[src/rtl/pc_sequencer.sv]
// Fetch-stage PC sequencer: sequential fetch, branch redirect with a fixed
// wrong-path flush window, stall/imem back-pressure hold and permanent halt.
module pc_sequencer #(
    parameter logic [63:0] RESET_PC     = 64'h0,
    parameter int unsigned FLUSH_CYCLES = 2      // legal range 1..7
) (
    input  logic        clk,
    input  logic        reset,
    input  logic        stall,
    input  logic        branch_taken,
    input  logic [63:0] branch_target,
    input  logic        halt,
    input  logic        imem_ready,
    output logic [63:0] pc_out,
    output logic        imem_req,
    output logic        fetch_valid,
    output logic        flush,
    output logic        misalign_err,
    output logic [31:0] stall_cycles
);

    typedef enum logic [1:0] {
        IDLE  = 2'd0,
        RUN   = 2'd1,
        FLUSH = 2'd2,
        HALT  = 2'd3
    } state_t;

    // Counter holds the number of flush cycles still to come after the current one.
    localparam logic [2:0] FLUSH_LOAD = 3'(FLUSH_CYCLES - 1);

    state_t      state, state_nxt;
    logic [63:0] pc_nxt;
    logic        imem_req_nxt;
    logic        flush_nxt;
    logic        misalign_nxt;
    logic [31:0] stall_cycles_nxt;
    logic [2:0]  flush_cnt, flush_cnt_nxt;
    logic        redirect;
    logic [63:0] target_aligned;

    function automatic logic [31:0] sat_inc32(input logic [31:0] v);
        return (v == 32'hFFFF_FFFF) ? v : v + 32'd1;
    endfunction

    assign target_aligned = {branch_target[63:2], 2'b00};
    // A redirect is honoured only while fetching; IDLE and HALT ignore it.
    assign redirect       = branch_taken && ((state == RUN) || (state == FLUSH));

    always_comb begin
        state_nxt        = state;
        pc_nxt           = pc_out;
        imem_req_nxt     = imem_req;
        flush_nxt        = flush;
        misalign_nxt     = misalign_err;
        stall_cycles_nxt = stall_cycles;
        flush_cnt_nxt    = flush_cnt;
        fetch_valid      = 1'b0;

        if (redirect) begin
            pc_nxt        = target_aligned;
            flush_nxt     = 1'b1;
            imem_req_nxt  = 1'b1;
            state_nxt     = FLUSH;
            flush_cnt_nxt = FLUSH_LOAD;
            if (branch_target[1:0] != 2'b00)
                misalign_nxt = 1'b1;
        end else begin
            case (state)
                IDLE: begin
                    state_nxt    = RUN;
                    imem_req_nxt = 1'b1;
                end
                RUN: begin
                    fetch_valid = imem_ready && !stall && !halt;
                    if (halt) begin
                        state_nxt    = HALT;
                        imem_req_nxt = 1'b0;
                    end else if (stall || !imem_ready) begin
                        stall_cycles_nxt = sat_inc32(stall_cycles);
                    end else begin
                        pc_nxt = pc_out + 64'd4;
                    end
                end
                FLUSH: begin
                    // Wrong-path fetches keep streaming; stall and halt wait for RUN.
                    if (imem_ready)
                        pc_nxt = pc_out + 64'd4;
                    if (flush_cnt == 3'd0) begin
                        flush_nxt = 1'b0;
                        state_nxt = RUN;
                    end else begin
                        flush_cnt_nxt = flush_cnt - 3'd1;
                    end
                end
                HALT: begin
                    imem_req_nxt = 1'b0;
                    flush_nxt    = 1'b0;
                end
                default: begin
                    state_nxt    = IDLE;
                    imem_req_nxt = 1'b0;
                    flush_nxt    = 1'b0;
                end
            endcase
        end
    end

    always_ff @(posedge clk or posedge reset) begin
        if (reset) begin
            state        <= IDLE;
            pc_out       <= RESET_PC;
            imem_req     <= 1'b0;
            flush        <= 1'b0;
            misalign_err <= 1'b0;
            stall_cycles <= 32'd0;
            flush_cnt    <= 3'd0;
        end else begin
            state        <= state_nxt;
            pc_out       <= pc_nxt;
            imem_req     <= imem_req_nxt;
            flush        <= flush_nxt;
            misalign_err <= misalign_nxt;
            stall_cycles <= stall_cycles_nxt;
            flush_cnt    <= flush_cnt_nxt;
        end
    end

endmodule

[config.mk]
export PLATFORM = sky130hd
export DESIGN_NAME = pc_sequencer
export DESIGN_NICKNAME = d
export VERILOG_FILES = /design/src/rtl/pc_sequencer.sv
export SDC_FILE = /design/constraint.sdc
export NUM_CORES = 1
export LEC_CHECK = 0
export CAP_MARGIN = 15
export CORE_MARGIN = 8
export CORE_UTILIZATION = 23
export DETAILED_ROUTE_END_ITERATION = 10
export SETUP_SLACK_MARGIN = 0.15
export SYNTH_ARGS = -nofsm -noshare
export SYNTH_HDL_FRONTEND = slang
export SYNTH_SLANG_ARGS = --single-unit
[constraint.sdc]
create_clock -name clk -period 3.3 [get_ports clk]
set_input_delay 0.495 -clock clk [delete_from_list [all_inputs] [get_ports clk]]
set_output_delay 0.495 -clock clk [all_outputs]
set_load 0.02 [all_outputs]
==> Word level (Yosys, flattened, before mapping) <==
Cells that the tools add are included.
{ "op_classes": {"bitwise_logic": 3, "muxes": 20, "reduce_logical": 23, "addsub": 3, "eq_ne": 10} }
{ "op_table": {"columns": ["cell", "count"], "rows": [
  ["2-to-1 mux 64 bit", 4],
  ["case mux 64 bit (2 select lines)", 1],
  ["adder 64 x 3 -> 64 bit (second input constant)", 1],
  ["adder 32 x 1 -> 32 bit (second input constant)", 1],
  ["== test 32 bit (second input constant)", 1],
  ["inequality test 3 bit (second input constant)", 4],
  ["2-to-1 mux 3 bit", 3],
  ["AND reduction 2 bit", 4],
  ["nonzero test 4 bit", 2],
  ["2-to-1 mux 1 bit", 6],
  ["2-to-1 mux 2 bit", 3],
  ["case mux 2 bit (3 select lines)", 1],
  ["nonzero test 3 bit", 2],
  ["AND reduction 5 bit", 1],
  ["== test 2 bit (second input constant)", 2],
  ["AND reduction 4 bit", 1],
  ["nonzero test 2 bit", 2],
  ["logical AND 1 bit", 3],
  ["zero test 1 bit", 3],
  ["zero test 3 bit", 1],
  ["inequality test 3 x 2 -> 1 bit (second input constant)", 1],
  ["inverter 1 bit", 3],
  ["case mux 1 bit (3 select lines)", 1],
  ["AND reduction 3 bit", 1],
  ["6 further kinds", 7]
]} }
{ "totals": {"input_bits": 70, "output_inout_bits": 100, "regBits": 104, "word_cells": 66} }

==> Logic depth before layout (Yosys ltp) <==
Gate-level depths: netlist of the first run.
{ "depth": {"depth_word": 6, "depth_mapped": 11, "ltp_nobuf": 7} }

==> Worst setup path before layout of the first run <==
Ideal clock, no wire load.
{ "synth_timing": {"kind": "register to register", "from": "reg state[1]", "to": "reg pc_out[57]", "period_less_slack_ns": 2.405, "n_path_buf": 3, "arrival_time_ns": 2.323, "stages_incl_launch_ff": 11, "setup_ns": 0.082, "path_slack_ns": 0.895, "required_time_ns": 3.218, "cell_sequence": "dfrtp_1 -> inv_1 -> ha_1 -> buf_2 -> nor2b_1 -> and3_1 -> buf_2 -> o2111ai_1 -> buf_2 -> or4_1 -> a31oi_1"} }
{ "synth_via": {"elab_chain_len": 5, "elab_cells_between_ends": 11, "cone_classes": "eq/ne: 5; mux: 2; reduce/logical: 4"} }
{ "synth_lines": {"columns": ["element", "line_no", "text"], "rows": [
  ["from (decl)", "32", "state_t state, state_nxt;"],
  ["from (signal assigned)", "119", "state <= state_nxt;"],
  ["== test 2 x 1 -> 1 bit / == test 2 bit (equally long branches)", "48, 69", null],
  ["logical OR 1 bit", "48", "assign redirect = branch_taken && ((state == RUN) || (state == FLUSH));"],
  ["logical AND 1 bit", "48", null],
  ["inequality test 3 bit (no line) / nonzero test 3 bit (equally long branches)", null, null],
  ["AND reduction 4 bit (no line)", null, null],
  ["to (signal assigned)", "120", "pc_out <= pc_nxt;"],
  ["to (decl)", "14", "output logic [63:0] pc_out,"]
]} }
Parallel ways exist; a longest one is shown, timed or not.
A chain may end at the register's enable or synchronous reset.

==> Final worst setup path of the first run <==
{ "layout_timing": {"from": "reg state[1]", "to": "out fetch_valid"} }
{ "layout_via": {"elab_chain_len": 4, "elab_cells_between_ends": 6, "cone_classes": "eq/ne: 2; mux: 2; reduce/logical: 2"} }
{ "layout_lines": {"columns": ["element", "line_no", "text"], "rows": [
  ["== test 2 x 1 -> 1 bit / == test 2 bit (equally long branches)", "48, 69", null],
  ["logical OR 1 bit", "48", null],
  ["logical AND 1 bit", "48", null],
  ["2-to-1 mux 1 bit *", "60", "if (redirect) begin"],
  ["to (decl)", "16", "output logic fetch_valid,"]
]} }
Mark *: on every way between the ends. The rest lies on a longest branch, timed or not.

==> results of run 1 <==
registers in the layout, indices dropped and copies added, names as in the netlist:
name	cells
pc_out	62
stall_cycles	32
flush	1
imem_req	1
flush_cnt	3
misalign_err	1
state	2
logic make-up after synthesis:
family                   after synthesis
adder cells (fa/ha/maj)                7
multiplexers                           4
other                                  1
AND/OR/NAND/NOR                      313
AO/OA/AOI/OAI                        131
buffers and inverters                 50
XOR/XNOR                              48
flip-flops                           102
per-layer routing:
layer  track usage  wire, um  part of all wire
met5             0         0                 0
met4        0.0325       189            0.0093
met3        0.0399      1390             0.068
met2         0.205      9360              0.46
met1         0.172      9320              0.46
area by class of cell:
type                    count  area share
diodes                      1    0.000305
clock buffers              12      0.0301
clock inverters             4     0.00366
inverters                  20     0.00962
multi-input cells         505       0.374
flip-flops and latches    102       0.311
well taps                 330      0.0504
repair buffers            183       0.220
power groups by stage:
stage,Sequential [mW],Combinational [mW],Clock (mW)
after floorplan,2.69,1.42,0
after global placement,2.39,3.28,0
after detailed placement,2.40,3.33,0
after CTS,2.39,3.34,1.06
after global routing,2.49,3.61,1.11
final,2.40,3.29,1.02
through the flow:
stage / worst slack, ns / instance area, sq um / power, mW
detailed placement: 0.456 / 7920 / 5.73
finish: 0.539 / 8190 / 6.71
CTS: 0.492 / 8190 / 6.78
floorplan: 0.895 / 5810 / 4.11
global placement: 0.515 / 7920 / 5.68
global route: 0.391 / 8190 / 7.21
worst max-delay path by stage:
stage | to | slack (ns) | depth (start not counted)
after floorplan | pc_out[57] | 0.90 | 10
after global placement | pc_out[32] | 0.52 | 6
after detailed placement | pc_out[22] | 0.46 | 7
after CTS | fetch_valid | 0.49 | 5
after global routing | pc_out[60] | 0.39 | 5
final | fetch_valid | 0.54 | 5
critical path, delay by kind of cell, from the launching register on:
| kind | cells | cell delay (ns) |
|---|---|---|
| simple gates | 2 | 0.42 |
| flops | 1 | 0.42 |
| buf+inv | 2 | 0.74 |
| fa+ha+maj | 1 | 0.34 |
layout by cell type, fill, tap and decap left out, types with 3 or more instances in the layout:
master	Yosys	layout
sky130_fd_sc_hd__clkdlybuf4s50_1	0	167
sky130_fd_sc_hd__clkbuf_16	0	9
sky130_fd_sc_hd__a31oi_1	43	43
sky130_fd_sc_hd__nor2_1	65	65
sky130_fd_sc_hd__inv_1	20	19
sky130_fd_sc_hd__a21oi_1	8	8
sky130_fd_sc_hd__xnor2_1	20	20
sky130_fd_sc_hd__or3_1	26	26
sky130_fd_sc_hd__o31ai_1	17	17
sky130_fd_sc_hd__nor4_1	10	10
sky130_fd_sc_hd__nand3_1	42	42
sky130_fd_sc_hd__nor3_1	19	19
sky130_fd_sc_hd__and2_1	5	5
sky130_fd_sc_hd__nand2b_1	4	3
sky130_fd_sc_hd__o21ai_0	41	41
sky130_fd_sc_hd__dfrtp_1	102	102
sky130_fd_sc_hd__buf_4	2	15
sky130_fd_sc_hd__and4_1	10	10
sky130_fd_sc_hd__o21ai_1	3	3
sky130_fd_sc_hd__nand2_1	49	49
sky130_fd_sc_hd__ha_1	7	7
sky130_fd_sc_hd__and3_1	12	12
sky130_fd_sc_hd__xor2_1	28	28
sky130_fd_sc_hd__nor3b_1	4	4
sky130_fd_sc_hd__nor2b_1	4	3
sky130_fd_sc_hd__o2111ai_1	8	8
sky130_fd_sc_hd__or4_1	18	18
sky130_fd_sc_hd__nand4_1	40	40
==> metrics, run 1 <==
status completed; Hold Path Class reg -> reg; Die ar. 30600 sq um; endpoint of the worst-slack reg-to-reg timing path pc_out[51]; number of remaining DRC errors 0; Inst Count DP 1140; number of clock sinks 102; library cells used by synthesis 44; Worst Tran Pin Value 0.703 ns; Hold EP misalign_err; most common cell in the netlist sky130_fd_sc_hd__dfrtp_1; top cells by instance count after synthesis sky130_fd_sc_hd__dfrtp_1, sky130_fd_sc_hd__nor2_1, sky130_fd_sc_hd__nand2_1; proportion of synthesized area in mux cells 0.00733; Final nets 898; die span in y 175 um; area share of the leading cell type in the synthesized netlist 0.440; average cell area after synthesis 8.84 sq um; area of combinational cells with multiple inputs 3070 sq um; clock tree buffer depth 2; Net Sw Power 3.05 mW; fraction of synthesized cell area in xor and xnor cells 0.0725; Synth Warn # 0; area of the core 25000 sq um; area used by sequential logic in the layout 2550 sq um; post-cts repair resize count 0; part of the cycle the worst path needs 0.837; number of global-route vias before repair 5574; TritonCTS clock tree yes; number of antenna violations at the first check in global routing 1; global-route wire length before repair 31700 um; leakage component of the power 3.08 nW; Post-CTS Hold Buffers 0; CTS Buf Count 9; Final TNS setup 0 ns; hold_ws 0.480 ns; H-Tree Depth 3; unrepaired setup endpoints after global routing false; IR drop worst, VDD 365 uV; relative max-transition margin 0.525; final number of setup-violating endpoints 0; dominant register cell in the synthesized netlist sky130_fd_sc_hd__dfrtp_1; fill cell count 2645; highest-delay cell along the critical path sky130_fd_sc_hd__clkdlybuf4s50_1; launch point of the worst hold path misalign_err; DR iter-0 viols 342; design internal power 3.66 mW; critical setup path kind reg -> out; max-cap violations 0; # rows 58; Worst-path clk slew 0.07 ns; Mapped Area 5800 sq um; Chip Width 175 um; starting density of the core 0.232; Synth area leader sky130_fd_sc_hd__dfrtp_1; dominant combinational cell family by area after synthesis simple AND/OR/NAND/NOR gates; share of synthesized area occupied by flip-flops and latches 0.440; Cell Chain, Critical Path inv_1 > ha_1 > nand2b_1 > nor3_1 > clkdlybuf4s50_1; Final Hold Violating Endpoints 0; highest net fanout along the worst path 10; flop-to-flop setup slack 0.68 ns; Critical Path AT 2.27 ns; source-to-sink clock delay at the later pin of the worst-skew pair 0.35 ns; Worst Clk Skew 0.0107 ns; Critical Path Start state[1]; detailed-route via count 5698; io pins 170; relative contribution of combinational cells to total power 0.491; largest cells by area after synthesis sky130_fd_sc_hd__dfrtp_1, sky130_fd_sc_hd__a31oi_1, sky130_fd_sc_hd__nand4_1; type of element launching the critical path flip-flop; switching power as a share of total power 0.455; worst hold path stage count 1; clock network power share 0.152; port bufs 167; clock root buffer sky130_fd_sc_hd__clkbuf_16; remaining number of nets flagged by the antenna check after routing 0; endpoint class of the critical path output port; Total Routing Usage GR 0.131; routability cong. 0.828; delay contributed by the slowest stage of the critical path 0.67 ns; number of instances in the synthesized netlist 656; detailed-router iteration count before antenna repair 5; utilization after layout 0.328; post-synthesis compound-gate area fraction 0.141; flip-flop and latch count after synthesis 102; number of non-filler instances in the completed layout 1157; highest clock frequency the design can meet 0.362 GHz; layout cell share with drive strength beyond 1 0.0448; simple-gate portion of the synthesized area 0.289; detail-routed net length per standard cell 17.5 um; overall routed net length 20300 um; Post-CTS Setup Inserts 0; number of pins with negative max-slew slack in the final report 0; HPWL after DPL 15400 um; maximum number of pins on one net before global-route repair 103; power density over the cells 819 nW/um^2; ys async rst share 1.00; depth of the worst register-to-register path 8; reg-to-reg startpoint state[1]; post-synthesis adder-cell area fraction 0.0151; number of enable-type register cells in the synthesized netlist 0; required time of the critical path 2.80 ns; global route overflow 0; final critical delay including setup and external delays 2.76 ns; fraction of power consumed by sequential logic 0.357; DR vias/cell 4.92; Area growth, synth to finish 41.3%
Power figures use the tool's default switching activity.
==> run 2, diff against run 1 <==
clock period = 2.65 ns   (was 3.3 ns; I/O delays follow)
==> run 2 against run 1 <==
  * Register-to-register slack worse by 0.40 ns
  * Cell count increased by 1.9%
  * Highest routed layer is now met5
  * Worst setup slack lost 0.26 ns
  * Largest cell class unchanged
==> metrics, run 2 (synthesis results as in run 1) <==
area of the core 25000 sq um (unchanged); detailed-route via count 5819 (+2.1%); DR vias/cell 4.94 (+0.22%); top register by number of flip-flops pc_out; number of clock sinks 102 (unchanged); DR iter-0 viols 413 (+21%); Critical Path AT 2.64 ns (+0.37 ns); Critical Path Start state[0]; final critical delay including setup and external delays 2.37 ns; required time of the critical path 2.92 ns (+0.12 ns); highest net fanout along the worst path 24 (+14); remaining number of nets flagged by the antenna check after routing 0 (unchanged); Total Routing Usage GR 0.134 (+0.00328); global route overflow 0 (unchanged); registers with the highest flip-flop counts pc_out: 62 flops, stall_cycles: 32 flops, flush_cnt: 3 flops; die span in y 175 um (unchanged); type of element launching the critical path flip-flop; detail-routed net length per standard cell 17.5 um (about the same); Worst Clk Skew 0.00999 ns (-0.000736 ns); CTS Buf Count 9 (unchanged); leakage component of the power 3.26 nW (+5.8%); Final nets 923 (+2.8%); HPWL after DPL 16000 um (+3.8%); number of antenna violations at the first check in global routing 1 (unchanged); number of cells on the critical path 8 (+3); unrepaired setup endpoints after global routing true; launch point of the worst hold path misalign_err; Hold Path Class reg -> reg; starting density of the core 0.232 (unchanged); Cell Chain, Critical Path inv_1 > ha_1 > nand2_1 > o21ai_1 > o2111ai_1 > buf_12 > or4_1 > a31oi_1; number of remaining DRC errors 0 (unchanged); number of buffers and inverters on the critical path 2 (unchanged); number of diodes 0 (-1); # rows 58 (unchanged); io pins 170 (unchanged); source-to-sink clock delay at the later pin of the worst-skew pair 0.35 ns (about the same); delay contributed by the slowest stage of the critical path 0.50 ns (-0.17 ns); highest-delay cell along the critical path sky130_fd_sc_hd__or4_1; highest clock frequency the design can meet 0.423 GHz; final number of setup-violating endpoints 0 (unchanged); highest-count cells in the layout ignoring fill and taps sky130_fd_sc_hd__clkdlybuf4s50_1, sky130_fd_sc_hd__dfrtp_1, sky130_fd_sc_hd__nor2_1; Die ar. 30600 sq um (unchanged); number of global-route vias before repair 5864 (+5.2%); worst hold path stage count 1 (unchanged); reg-to-reg startpoint state[0]; depth of the worst register-to-register path 8 (unchanged); Final TNS setup 0 ns (unchanged); most common library cell in the layout ignoring fill and taps sky130_fd_sc_hd__clkdlybuf4s50_1; number of pins with negative max-slew slack in the final report 0 (unchanged); DP Area 8160 sq um (+3.1%); part of the cycle the worst path needs 0.893; critical setup path kind reg -> reg; layout cell share with drive strength beyond 1 0.0754 (+0.0306); status completed; TritonCTS clock tree yes; Worst Tran Pin Value 0.633 ns (-0.0706 ns); global-route wire length before repair 32700 um (+2.9%); IR drop worst, VDD 416 uV (+14%); Post-CTS Hold Buffers 0 (unchanged); max-cap violations 0 (unchanged); endpoint class of the critical path flip-flop; Chip Width 175 um (unchanged); Worst-path clk slew 0.07 ns (about the same); cell area after layout 8500 sq um (+3.7%); routability cong. 0.810 (-2.1%); H-Tree Depth 3 (unchanged); flip-flop count of the largest register after layout 62 (unchanged); detailed-router iteration count before antenna repair 5 (unchanged); power density over the cells 1030 nW/um^2 (+25%); port bufs 167 (unchanged); Area growth, synth to finish 46.5%; clock root buffer sky130_fd_sc_hd__clkbuf_16; relative max-transition margin 0.577 (+0.0524); Final Hold Violating Endpoints 0 (unchanged); overall routed net length 20600 um (+1.8%); maximum number of pins on one net before global-route repair 98 (-4.9%); clock tree buffer depth 2 (unchanged); hold_ws 0.480 ns (-0.000125 ns); Top Family by Delay on Critical Path compound AO/OA/AOI/OAI gates
==> run 2: cell types whose count changed in the layout (fill, tap and decap cells not counted), sizes merged <==
cell,previous run,this run
inv,20,19
diode,1,0
clkinvlp,2,1
bufinv,0,3
buf,16,41
clkdlybuf4s50,167,166
dlygate4sd2,0,1
clkbuf,12,9
==> run 2: worst paths after layout <==
path | endpoint | slack, ns
max in group asynchronous | pc_out[6] | 1.60
setup / recovery | pc_out[51] | 0.28
setup reg to reg | pc_out[51] | 0.28
hold reg to reg | misalign_err | 0.48
hold / removal | misalign_err | 0.48
min in group asynchronous | stall_cycles[26] | 0.49
==> run 2: stage by stage <==
step / cells / total power [mW] / setup slack (ns) / util
finish: 1179 / 8.73 / 0.284 / 0.340
global route: 1179 / 9.36 / 0.105 / 0.340
CTS: 1178 / 8.83 / 0.164 / 0.340
detailed placement: 1164 / 7.29 / 0.00775 / 0.327
global placement: 1164 / 7.24 / 0.0591 / 0.327
floorplan: 657 / 5.11 / 0.245 / -
==> run 2: timing repair <==
action                     CTS  global route
gates resized for setup      1             2
setup endpoints to repair    2            15
buffers inserted             0             1
cloned                       0             0
pin swaps                    1             1
==> run 2: area by class of cell <==
type / instances / area, sq um
Inverter: 20 / 78.8
Clock inverter: 5 / 100
Timing Repair Buffer: 208 / 2050
Fill cell: 2604 / 16500
Multi-Input combinational cell: 505 / 3070
Tap cell: 330 / 413
Clock buffer: 9 / 225
Sequential cell: 102 / 2550
==> run 2: where the power goes <==
part / internal, mW / leakage [nW] / switching (mW)
combinational: 1.89 / 1.88 / 2.44
sequential: 2.11 / 1.21 / 0.796
clock: 0.910 / 0.161 / 0.581
==> run 2: metal layers <==
layer | global-route usage | vias up | part of all wire
li1 | - | 2827 | -
met1 | 0.174 | 2794 | 0.46
met2 | 0.211 | 172 | 0.46
met3 | 0.0404 | 24 | 0.064
met4 | 0.0392 | 2 | 0.019
met5 | 0 | - | 0.00063
